## src/rtl/btn_debounce_pkg.sv

```systemverilog
// Shared types and constants for the push-button debouncer.
// Used by btn_debounce and sync_2ff.
package btn_debounce_pkg;

  typedef enum logic [1:0] {
    IDLE,
    PRESS_WAIT,
    HELD,
    RELEASE_WAIT
  } btn_state_t;

  localparam int SYNC_STAGES = 2;

endpackage

```

## src/rtl/sync_2ff.sv

```systemverilog
// Two-flop synchroniser for an asynchronous single-bit input.
// Reusable for any asynchronous input; synchronous active-low reset.
module sync_2ff
  import btn_debounce_pkg::*;
(
  input  logic clk,
  input  logic rst,
  input  logic d,
  output logic q
);

  logic [SYNC_STAGES-1:0] stages;

  // NOTE: sequential state always uses non-blocking assignments so every flop samples pre-edge values.
  always_ff @(posedge clk) begin
    if (!rst) begin
      stages <= '0;
    end else begin
      stages <= {stages[SYNC_STAGES-2:0], d};
    end
  end

  assign q = stages[SYNC_STAGES-1];

endmodule

```

## src/rtl/btn_debounce.sv

```systemverilog
// Button debouncer: synchronised input, debounce FSM, registered level and press/release strobes.
// Optional long-hold strobe is built only when BTN_LONG_PRESS_EN is defined.
module btn_debounce
  import btn_debounce_pkg::*;
#(
  parameter int DEBOUNCE_CYCLES = 1_000_000,
  parameter int LONG_CYCLES     = 50_000_000
) (
  input  logic clk,
  input  logic rst,
  input  logic btn,
  output logic btn_level,
  output logic press_pulse,
  output logic release_pulse,
  output logic long_pulse
);

  localparam int CNT_W = $clog2(DEBOUNCE_CYCLES + 1);
  localparam logic [CNT_W-1:0] CNT_LAST = CNT_W'(DEBOUNCE_CYCLES - 1);
  localparam logic [CNT_W-1:0] CNT_MAX  = CNT_W'(DEBOUNCE_CYCLES);

  if (DEBOUNCE_CYCLES < 2 || LONG_CYCLES < 1) begin : g_param_check
    $error("btn_debounce: DEBOUNCE_CYCLES must be >= 2 and LONG_CYCLES >= 1");
  end

  logic             btn_sync;
  btn_state_t       state, next_state;
  logic [CNT_W-1:0] cnt, cnt_next;
  logic             level_d, press_d, release_d;

  sync_2ff u_sync (
    .clk (clk),
    .rst (rst),
    .d   (btn),
    .q   (btn_sync)
  );

  always_ff @(posedge clk) begin
    if (!rst) begin
      state <= IDLE;
      cnt   <= '0;
    end else begin
      state <= next_state;
      cnt   <= cnt_next;
    end
  end

  // The counter holds the number of consecutive qualifying samples seen in a *_WAIT state.
  always_comb begin
    // NOTE: defaults first so no path through the case leaves a variable unassigned (no latch).
    next_state = state;
    cnt_next   = cnt;
    unique case (state)
      IDLE: begin
        cnt_next = '0;
        if (btn_sync) next_state = PRESS_WAIT;
      end
      PRESS_WAIT: begin
        if (!btn_sync) begin
          next_state = IDLE;
          cnt_next   = '0;
        end else if (cnt == CNT_LAST) begin
          next_state = HELD;
          cnt_next   = '0;
        end else if (cnt != CNT_MAX) begin
          cnt_next = cnt + 1'b1;
        end
      end
      HELD: begin
        cnt_next = '0;
        if (!btn_sync) next_state = RELEASE_WAIT;
      end
      RELEASE_WAIT: begin
        if (btn_sync) begin
          next_state = HELD;
          cnt_next   = '0;
        end else if (cnt == CNT_LAST) begin
          next_state = IDLE;
          cnt_next   = '0;
        end else if (cnt != CNT_MAX) begin
          cnt_next = cnt + 1'b1;
        end
      end
      default: begin
        next_state = IDLE;
        cnt_next   = '0;
      end
    endcase
  end

  always_comb begin
    press_d   = (state == PRESS_WAIT)   && (next_state == HELD);
    release_d = (state == RELEASE_WAIT) && (next_state == IDLE);
    level_d   = (next_state == HELD) || (next_state == RELEASE_WAIT);
  end

  always_ff @(posedge clk) begin
    if (!rst) begin
      btn_level     <= 1'b0;
      press_pulse   <= 1'b0;
      release_pulse <= 1'b0;
    end else begin
      btn_level     <= level_d;
      press_pulse   <= press_d;
      release_pulse <= release_d;
    end
  end

`ifdef BTN_LONG_PRESS_EN
  localparam int LONG_W = $clog2(LONG_CYCLES + 1);
  localparam logic [LONG_W-1:0] LONG_LAST = LONG_W'(LONG_CYCLES - 1);
  localparam logic [LONG_W-1:0] LONG_MAX  = LONG_W'(LONG_CYCLES);

  logic [LONG_W-1:0] long_cnt;
  logic              long_run;
  logic              long_d;

  // Saturation at LONG_MAX is what makes the strobe fire only once per press.
  always_comb begin
    long_run = (state == HELD) || (state == RELEASE_WAIT);
    long_d   = long_run && (next_state != IDLE) && (long_cnt == LONG_LAST);
  end

  always_ff @(posedge clk) begin
    if (!rst) begin
      long_cnt   <= '0;
      long_pulse <= 1'b0;
    end else begin
      long_pulse <= long_d;
      if (press_d) begin
        long_cnt <= '0;
      end else if (long_run && long_cnt != LONG_MAX) begin
        long_cnt <= long_cnt + 1'b1;
      end
    end
  end
`else
  assign long_pulse = 1'b0;
`endif

endmodule

```

## config.mk

```make
export PLATFORM = sky130hd
export DESIGN_NAME = btn_debounce
export DESIGN_NICKNAME = d
export VERILOG_FILES = /design/src/rtl/btn_debounce_pkg.sv /design/src/rtl/sync_2ff.sv /design/src/rtl/btn_debounce.sv
export SDC_FILE = /design/constraint.sdc
export NUM_CORES = 1
export LEC_CHECK = 0
export CAP_MARGIN = 15
export CORE_ASPECT_RATIO = 0.5
export CORE_MARGIN = 2
export CORE_UTILIZATION = 35
export CTS_CLUSTER_SIZE = 10
export DETAILED_ROUTE_END_ITERATION = 8
export PLACE_DENSITY = 0.48
export SKIP_LAST_GASP = 1
export SLEW_MARGIN = 20
export SYNTH_ARGS = -nofsm -noshare
export SYNTH_HDL_FRONTEND = slang
export SYNTH_HIERARCHICAL = 1
export SYNTH_SLANG_ARGS = --single-unit
```

## constraint.sdc

```tcl
create_clock -name clk -period 4 [get_ports clk]
set_input_delay 0.4 -clock clk [delete_from_list [all_inputs] [get_ports clk]]
set_output_delay 0.4 -clock clk [all_outputs]
set_load 0.005 [all_outputs]
```

==> flow_summary.yaml <==
floorplanning:
  die_w_um: 88.1
  placementRows: 15
  placeableCoreArea_sq_um: 3420
  chipHeight_um: 46.0
  floorplan.initialDensity_pct: 36.2
  dieArea_sq_um: 4060
  num_io_pins: 7
power_and_ir_drop:
  p_leak_nw: 0.386
  peakVddDrop_uv: 171
  power_density_nw_per_um2: 352
global_route:
  largest_net_degree_at_the_start_of_global_routing: 18
  grt_first_pass_wirelength_um: 4120
  grt_antenna_before_repair: 0
  grt_pass1_vias: 879
  global_route.overflow_total: 0
  grt_util_all_layers_pct: 13.4
synth:
  synth.yosys.warnings: 6
  ys.flop_type: "sky130_fd_sc_hd__dfxtp_1"
  post_synth_xor_area_fraction_pct: 10.6
  synth.yosys.seq_area_share_pct: 42.1
  post_synth_fa_ha_maj_area_fraction_pct: 2.02
  post_synthesis_cell_area_sq_um: 1240
  netlist-cell-type-count: 34
  synthCells: 140
  synth_seq_cells: 26
  synth_compound_area_share_pct: 4.95
  combinational_family_with_the_most_area_after_synthesis: "simple AND/OR/NAND/NOR gates"
  yosys.area_share.simple_pct: 33.4
  syn-mean-instance-area_sq_um: 8.84
  synth_nets: 145
  synth_enable_flop_cells: 0
  synthArstFlopShare_pct: 0
  synth.area.mux_share_pct: 1.62
cells_and_area:
  n_antenna_cell: 0
  layout-drive-gt1-share_pct: 8.33
  final-seq-area_sq_um: 520
  layout.cell_area.non_filler_sq_um: 1390
  num-nets-final: 150
  final-instance-count-excl-fill: 195
  fill_count: 357
  layout-area-overhead-vs-synth_pct: 12.3
  footprint_of_the_multi_input_gates_sq_um: 654
critical_path:
  worst_ep_arrival_time_ns: 2.17
  critPathLaunch: "cnt[0]$_SDFF_PN0_"
  critPathLaunchType: "register"
  critical_path.max_fanout: 17
  timing.setup.critical_path_class: "register to register"
  startpoint_of_the_worst_register_to_register_path: "cnt[0]$_SDFF_PN0_"
  timing.critical_path.required_ns: 4.14
  worst_setup_path_end_kind: "register"
detailed_routing:
  drtAntennaViolNets: 0
  routedWlPerCell_um: 11.8
  first_iter_violations: 49
  vias: 925
  detail_route.first_pass.iterations: 4
  vias_per_cell: 4.74
  drcViolationCount: 0
  totalWireLength_um: 2310
clocking:
  h_tree_lvl_count: 1
  cts_tree: "yes"
  clock_tree.root_cell: "sky130_fd_sc_hd__clkbuf_8"
  cts.repair_timing.setup_buffer_count: 0
  tritoncts.num_buffers: 3
  numClockSinks: 26
  clock_tree.buffer_depth: 2
  clk_latency_ns: 0.28
  cts_hold_buffers: 0
  cts_resized: 0
  clk_pin_slew_ns: 0.09
placed_design:
  hpwl_um: 1670
  io_buffer_count: 5
  detailed_place.area_sq_um: 1320
  gp_routability_congestion: 0.706
  dpl.cell_count: 191
  detailedPlace.worstSlack_ns: 1.88
timing:
  max_slew_margin_pct: 52.5
  maxClockFrequency_mhz: 492
  min_period_ns: 2.03
  finalClockSkew_ns: 0.00511
  setup_viol_count_final: 0
  timing.final.max_slew_violations: 0
  tightest_slew_ns: 0.713
  rsz0062_at_grt: "false"
  tns_ns: 0
  final.setup.worst_slack_ns: 1.97
  fin_crit_sh_pct: 50.8
  final_hold_viol_count: 0
run_status:
  status: "finished, final reports clean"
hold_path:
  hold_start: "u_sync/stages[0]$_SDFF_PN0_"
  timing.hold.worst.class: "register to register"
run:
  maxCapViolCount: 0
[logic make-up (layout without fill, tap and decap cells)]
kind of cell             after synthesis  in the layout
AND/OR/NAND/NOR                       71             71
flip-flops                            26             26
XOR/XNOR                              15             15
buffers and inverters                 13             17
AO/OA/AOI/OAI                         10             10
adder cells (fa/ha/maj)                2              2
multiplexers                           2              2
other                                  1              1
[per-stage QoR]
stage | util [%] | power [mW] | hold slack (ns)
after floorplan | - | 0.269 | 0.412
after global placement | 38.6 | 0.271 | 0.429
after global routing | 40.7 | 0.506 | 0.480
after CTS | 40.7 | 0.493 | 0.456
final | 40.7 | 0.489 | 0.449
after detailed placement | 38.6 | 0.271 | 0.430
[sequential cells by signal (all words and copies together), names as in the netlist]
register	flops
state	2
release_pulse	1
press_pulse	1
u_sync/stages	2
cnt	20
[area by class of cell]
cell class                      instances  area share, %
Tap cell                               51           4.59
Clock buffer                            3           2.97
Multi-Input combinational cell        101           47.1
Sequential cell                        26           37.4
Inverter                                8           2.16
Timing Repair Buffer                    5           3.60
Clock inverter                          1           2.16
[report_power, final]
| part | switching, mW | internal [mW] |
|---|---|---|
| Clock | 0.0899 | 0.134 |
| Sequential | 0.000686 | 0.260 |
| Combinational | 0.00183 | 0.00291 |
[cell usage after synthesis (3+ instances only)]
| cell | number | area (sq um) |
|---|---|---|
| sky130_fd_sc_hd__nand4_1 | 3 | 18.8 |
| sky130_fd_sc_hd__xor2_1 | 4 | 35.0 |
| sky130_fd_sc_hd__nor4_1 | 5 | 31.3 |
| sky130_fd_sc_hd__nand4_2 | 3 | 37.5 |
| sky130_fd_sc_hd__nand3_1 | 6 | 30.0 |
| sky130_fd_sc_hd__buf_4 | 3 | 22.5 |
| sky130_fd_sc_hd__nor3_1 | 6 | 30.0 |
| sky130_fd_sc_hd__dfxtp_1 | 26 | 521 |
| sky130_fd_sc_hd__nor4b_1 | 4 | 35.0 |
| sky130_fd_sc_hd__nand2_1 | 13 | 48.8 |
| sky130_fd_sc_hd__nor2_1 | 16 | 60.1 |
| sky130_fd_sc_hd__a21oi_1 | 4 | 20.0 |
| sky130_fd_sc_hd__inv_1 | 8 | 30.0 |
| sky130_fd_sc_hd__xnor2_1 | 11 | 96.3 |
[layer usage]
layer,part of all wire [%],up-vias,global-route usage [%]
met4,0,0,1.82
met2,41,13,20.3
met1,55,420,18.7
met3,3.9,0,4.89
met5,0,-,0
li1,-,492,-
[critical path, cell delays in order (launching register included)]
cell                       delay (ns)
sky130_fd_sc_hd__dfxtp_1         0.40
sky130_fd_sc_hd__ha_1            0.25
sky130_fd_sc_hd__and4_1          0.26
sky130_fd_sc_hd__nand3b_1        0.20
sky130_fd_sc_hd__o21ai_2         0.65
sky130_fd_sc_hd__nor3b_1         0.12
[placed cells by master, fill, tap and decap left out, types with 5 or more instances in the layout]
| cell | instances |
|---|---|
| sky130_fd_sc_hd__nor2_1 | 16 |
| sky130_fd_sc_hd__nand2_1 | 13 |
| sky130_fd_sc_hd__nor3_1 | 6 |
| sky130_fd_sc_hd__clkdlybuf4s50_1 | 5 |
| sky130_fd_sc_hd__xnor2_1 | 11 |
| sky130_fd_sc_hd__nand3_1 | 6 |
| sky130_fd_sc_hd__nor4_1 | 5 |
| sky130_fd_sc_hd__inv_1 | 8 |
| sky130_fd_sc_hd__dfxtp_1 | 26 |
[path summary, 6_finish.rpt]
kind                                       to  slack [ns]  cells past startpoint
hold / removal    u_sync/stages[1]$_SDFF_PN0_        0.45                      1
setup reg to reg            cnt[2]$_SDFF_PN0_        1.97                      5
setup / recovery            cnt[2]$_SDFF_PN0_        1.97                      5
hold reg to reg   u_sync/stages[1]$_SDFF_PN0_        0.45                      1
No activity file was read; power rests on OpenSTA's default activity.
